## src/rtl/ex_mem_elastic_reg.sv

```systemverilog
// EX/MEM pipeline register with a valid/ready handshake, a one-entry skid
// buffer and a synchronous flush that turns held entries into bubbles.
module ex_mem_elastic_reg #(
  parameter int unsigned DATA_W = 32,
  parameter int unsigned ADDR_W = 5,
  parameter int unsigned M_W    = 2,
  parameter int unsigned WB_W   = 2
) (
  input  logic              clk,
  input  logic              rst,
  input  logic              flush,
  input  logic              in_valid,
  output logic              in_ready,
  input  logic [DATA_W-1:0] in_alu_result,
  input  logic [DATA_W-1:0] in_rt_data,
  input  logic [ADDR_W-1:0] in_dest_addr,
  input  logic [M_W-1:0]    in_m,
  input  logic [WB_W-1:0]   in_wb,
  output logic              out_valid,
  input  logic              out_ready,
  output logic [DATA_W-1:0] out_alu_result,
  output logic [DATA_W-1:0] out_rt_data,
  output logic [ADDR_W-1:0] out_dest_addr,
  output logic [M_W-1:0]    out_m,
  output logic [WB_W-1:0]   out_wb
);

  // Main entry (drives the outputs)
  logic              r_main_valid;
  logic [DATA_W-1:0] r_main_alu;
  logic [DATA_W-1:0] r_main_rt;
  logic [ADDR_W-1:0] r_main_dest;
  logic [M_W-1:0]    r_main_m;
  logic [WB_W-1:0]   r_main_wb;

  // Skid entry (catches the beat accepted while main is stalled)
  logic              r_skid_valid;
  logic [DATA_W-1:0] r_skid_alu;
  logic [DATA_W-1:0] r_skid_rt;
  logic [ADDR_W-1:0] r_skid_dest;
  logic [M_W-1:0]    r_skid_m;
  logic [WB_W-1:0]   r_skid_wb;

  logic              r_in_ready;

  logic              w_accept;
  logic              w_main_free;

  logic              w_main_valid_nxt;
  logic [DATA_W-1:0] w_main_alu_nxt;
  logic [DATA_W-1:0] w_main_rt_nxt;
  logic [ADDR_W-1:0] w_main_dest_nxt;
  logic [M_W-1:0]    w_main_m_nxt;
  logic [WB_W-1:0]   w_main_wb_nxt;

  logic              w_skid_valid_nxt;
  logic [DATA_W-1:0] w_skid_alu_nxt;
  logic [DATA_W-1:0] w_skid_rt_nxt;
  logic [ADDR_W-1:0] w_skid_dest_nxt;
  logic [M_W-1:0]    w_skid_m_nxt;
  logic [WB_W-1:0]   w_skid_wb_nxt;

  assign w_accept    = in_valid & r_in_ready;
  assign w_main_free = ~r_main_valid | out_ready;

  // Handshake next-state; control fields of an empty entry are kept at zero
  always_comb begin
    w_main_valid_nxt = r_main_valid;
    w_main_alu_nxt   = r_main_alu;
    w_main_rt_nxt    = r_main_rt;
    w_main_dest_nxt  = r_main_dest;
    w_main_m_nxt     = r_main_m;
    w_main_wb_nxt    = r_main_wb;
    w_skid_valid_nxt = r_skid_valid;
    w_skid_alu_nxt   = r_skid_alu;
    w_skid_rt_nxt    = r_skid_rt;
    w_skid_dest_nxt  = r_skid_dest;
    w_skid_m_nxt     = r_skid_m;
    w_skid_wb_nxt    = r_skid_wb;

    if (w_main_free) begin
      if (r_skid_valid) begin
        // Older skid beat moves up first so order is preserved
        w_main_valid_nxt = 1'b1;
        w_main_alu_nxt   = r_skid_alu;
        w_main_rt_nxt    = r_skid_rt;
        w_main_dest_nxt  = r_skid_dest;
        w_main_m_nxt     = r_skid_m;
        w_main_wb_nxt    = r_skid_wb;
        w_skid_valid_nxt = 1'b0;
        w_skid_m_nxt     = M_W'(0);
        w_skid_wb_nxt    = WB_W'(0);
      end else if (w_accept) begin
        w_main_valid_nxt = 1'b1;
        w_main_alu_nxt   = in_alu_result;
        w_main_rt_nxt    = in_rt_data;
        w_main_dest_nxt  = in_dest_addr;
        w_main_m_nxt     = in_m;
        w_main_wb_nxt    = in_wb;
      end else begin
        w_main_valid_nxt = 1'b0;
        w_main_m_nxt     = M_W'(0);
        w_main_wb_nxt    = WB_W'(0);
      end
    end else if (w_accept) begin
      w_skid_valid_nxt = 1'b1;
      w_skid_alu_nxt   = in_alu_result;
      w_skid_rt_nxt    = in_rt_data;
      w_skid_dest_nxt  = in_dest_addr;
      w_skid_m_nxt     = in_m;
      w_skid_wb_nxt    = in_wb;
    end
  end

  // State registers: reset beats flush, flush beats the handshake
  always_ff @(posedge clk) begin
    if (rst) begin
      r_main_valid <= 1'b0;
      r_main_alu   <= DATA_W'(0);
      r_main_rt    <= DATA_W'(0);
      r_main_dest  <= ADDR_W'(0);
      r_main_m     <= M_W'(0);
      r_main_wb    <= WB_W'(0);
      r_skid_valid <= 1'b0;
      r_skid_alu   <= DATA_W'(0);
      r_skid_rt    <= DATA_W'(0);
      r_skid_dest  <= ADDR_W'(0);
      r_skid_m     <= M_W'(0);
      r_skid_wb    <= WB_W'(0);
      r_in_ready   <= 1'b1;
    end else if (flush) begin
      r_main_valid <= 1'b0;
      r_main_m     <= M_W'(0);
      r_main_wb    <= WB_W'(0);
      r_skid_valid <= 1'b0;
      r_skid_m     <= M_W'(0);
      r_skid_wb    <= WB_W'(0);
      r_in_ready   <= 1'b1;
    end else begin
      r_main_valid <= w_main_valid_nxt;
      r_main_alu   <= w_main_alu_nxt;
      r_main_rt    <= w_main_rt_nxt;
      r_main_dest  <= w_main_dest_nxt;
      r_main_m     <= w_main_m_nxt;
      r_main_wb    <= w_main_wb_nxt;
      r_skid_valid <= w_skid_valid_nxt;
      r_skid_alu   <= w_skid_alu_nxt;
      r_skid_rt    <= w_skid_rt_nxt;
      r_skid_dest  <= w_skid_dest_nxt;
      r_skid_m     <= w_skid_m_nxt;
      r_skid_wb    <= w_skid_wb_nxt;
      r_in_ready   <= ~w_skid_valid_nxt;
    end
  end

  assign in_ready       = r_in_ready;
  assign out_valid      = r_main_valid;
  assign out_alu_result = r_main_alu;
  assign out_rt_data    = r_main_rt;
  assign out_dest_addr  = r_main_dest;
  assign out_m          = r_main_m;
  assign out_wb         = r_main_wb;

endmodule

```

## config.mk

```make
export PLATFORM = sky130hd
export DESIGN_NAME = ex_mem_elastic_reg
export DESIGN_NICKNAME = d
export VERILOG_FILES = /design/src/rtl/ex_mem_elastic_reg.sv
export SDC_FILE = /design/constraint.sdc
export NUM_CORES = 1
export LEC_CHECK = 0
export ABC_AREA = 1
export BUFFER_PORTS_ARGS = -buffer_cell sky130_fd_sc_hd__buf_2
export CAP_MARGIN = 20
export CORE_UTILIZATION = 59
export DETAILED_ROUTE_END_ITERATION = 7
export GPL_ROUTABILITY_DRIVEN = 0
export PLACE_DENSITY = 0.89
export SYNTH_ARGS = -nofsm -noshare
export SYNTH_HDL_FRONTEND = slang
export SYNTH_SLANG_ARGS = --single-unit
```

## constraint.sdc

```tcl
create_clock -name clk -period 3.2 [get_ports clk]
set_input_delay 0.48 -clock clk [delete_from_list [all_inputs] [get_ports clk]]
set_output_delay 0.48 -clock clk [all_outputs]
set_load 0.05 [all_outputs]
```

==> metrics.yaml <==
outcome: "finished, final reports clean"
grt_pass1_wl_microns: 25900
synthCells: 1101
setup-tns-final_ns: 0
worstMarginPinSlew_ns: 1.05
multi_input_area_sq_um: 3000
cellPowerDensity_nw_per_um2: 579
crit_arrival_ns: 2.40
syn_area_sq_um: 6850
timing.critical_path.from: "r_skid_valid"
synth_cell_type_count: 18
cts_root_buffer: "clkbuf_16"
timing.final.max_slew_violations: 0
cts_tree: "done"
clock_skew_ns: 0.0153
die-area_sq_um: 12000
cts.repair.resized: 0
relSlewSlack: 0.302
cts_made_buffers: 17
r2r-start: "r_skid_valid"
seq_area_frac_synth: 0.435
placed_cells: 1335
clkSinkCount: 149
min_path_cells: 5
combPwrFrac: 0.141
synthesis.nets: 1179
post_cts_buffers: 0
p_int_w: 0.00345
fin_crit_sh: 0.658
stdcell_count: 1369
r2r_cells: 6
cts_buffer_depth: 2
avgSynthCellArea_sq_um: 6.22
grt_pass1_vias: 5766
finalHoldViolations: 0
seqPwrFrac: 0.414
grt_max_degree: 123
critical_path_required_ns: 3.49
power_w: 0.00476
maxCapViolCount: 0
final_layout_size_suffix_gt1_frac: 0.165
wl_per_cell_microns: 11.6
die_w_microns: 110
gr-usage-all-layers: 0.273
ys_warn_count: 0
drc: 0
switchingPower_w: 0.00131
finalSetupViolations: 0
cp-start-kind: "flop"
end_kind: "flop"
synthToLayoutAreaGrowth_pct: 19.9
boundaryPins: 153
regArea_sq_um: 2990
holdBufCountCts: 0
drtIter0Drc: 444
reg2reg_to: "out_rt_data[14]"
drt.antenna.violating_nets: 0
h-tree-depth: 4
start_util: 0.618
rows: 38
grt-ovfl-total: 0
portBuffers: 152
core_sq_um: 11100
fin_crit_ns: 2.11
clkPwrFrac: 0.444
die_h_microns: 110
layout_commonest_cell: "nand2_1"
hpwl_microns: 9490
crit_end: "out_rt_data[14]"
power.leakage_nw: 4.26
min_path_type: "in -> reg"
netSwitchingFraction: 0.276
clk_pin_slew_ns: 0.07
fmaxAchievable_mhz: 475
peakVddDrop_v: 0.000348
mostFrequentLayoutCells: "292 x nand2_1, 281 x nor2_1, 152 x buf_2"
ys_ff_latch: 149
grt_setup_unrepaired: "no"
critPathKind: "reg -> reg"
layout.nets: 1292
r2r_slack_ns: 1.09
nFillCells: 918
critPathMaxFanout: 63
first_pass_iters: 7
wl_microns: 15900
antenna_found_initial: 2
viasPerCell: 4.93
vias: 6756
clk_latency_ns: 0.41
-- critical path, stage by stage (launching register included) --
cell and delay [ns]:
dfxtp_4 0.48, inv_2 0.11, nand2_1 0.13, nand3_4 0.55, buf_12 0.42, nor2_1 0.18, nor2_1 0.08
-- synthesized netlist by cell type, drive strengths merged --
cell type | n | area (sq um)
nand2 | 293 | 1100
nor2 | 285 | 1090
inv | 150 | 563
dfxtp | 149 | 2980
o21ai | 78 | 390
nand3 | 70 | 355
buf | 41 | 223
clkbuf | 26 | 97.6
a21oi | 8 | 40.0
a31oi | 1 | 6.26
-- final cells by class --
type / count / share of cell area
multi-input cells: 735 / 0.365
diodes: 2 / 0.000609
inverters: 150 / 0.0688
repair buffers: 161 / 0.105
flip-flops and latches: 149 / 0.363
well taps: 140 / 0.0213
clock buffers: 21 / 0.0548
clock inverters: 11 / 0.0209
-- routing by layer --
layer,share of wire,track usage
met1,0.44,0.346
met3,0.075,0.0581
met2,0.48,0.452
met5,0,0
met4,0.012,0.107
-- metrics by stage --
stage / setup WS [ns] / util / cell area [sq um] / hold slack, ns
3_5_place_dp: 0.950 / 0.685 / 7590 / 0.472
3_3_place_gp: 1.01 / 0.685 / 7590 / 0.462
5_1_grt: 0.895 / 0.742 / 8220 / 0.415
6_report: 1.09 / 0.742 / 8220 / 0.403
2_1_floorplan: 1.46 / - / 6850 / 0.454
4_1_cts: 1.12 / 0.741 / 8210 / 0.394
-- sequential cells by signal (all words and copies together), names as in the netlist --
signal,count
out_valid,1
out_alu_result,32
r_skid_alu,32
r_skid_dest,5
out_m,2
r_skid_valid,1
in_ready,1
r_skid_wb,2
r_skid_rt,32
out_rt_data,32
out_wb,2
r_skid_m,2
out_dest_addr,5
-- worst min path at each step --
stage / startpoint / end / slack, ns
2_1_floorplan: r_skid_alu[31] / r_skid_alu[31] / 0.45
3_3_place_gp: r_skid_alu[8] / r_skid_alu[8] / 0.46
3_5_place_dp: r_skid_alu[2] / r_skid_alu[2] / 0.47
4_1_cts: in_alu_result[26] / r_skid_alu[26] / 0.39
5_1_grt: in_alu_result[17] / r_skid_alu[17] / 0.41
6_report: in_rt_data[6] / r_skid_rt[6] / 0.40
-- power groups by stage --
stage          clock network [W]  registers (W)  logic (W)
5_1_grt                  0.00222        0.00198   0.000743
2_1_floorplan                  0        0.00224   0.000272
3_3_place_gp                   0        0.00201   0.000657
6_report                 0.00211        0.00197   0.000673
4_1_cts                  0.00213        0.00197   0.000674
3_5_place_dp                   0        0.00201   0.000668
-- logic make-up (layout without fill, tap and decap cells) --
logic type	after synthesis	after routing	synth area share
DFF	149	149	0.435
other	0	2	0
AOI/OAI and AO/OA	87	87	0.0637
and+or+nand+nor	648	648	0.372
buffers and inverters	217	343	0.129
(Power assumes the default switching activity.)
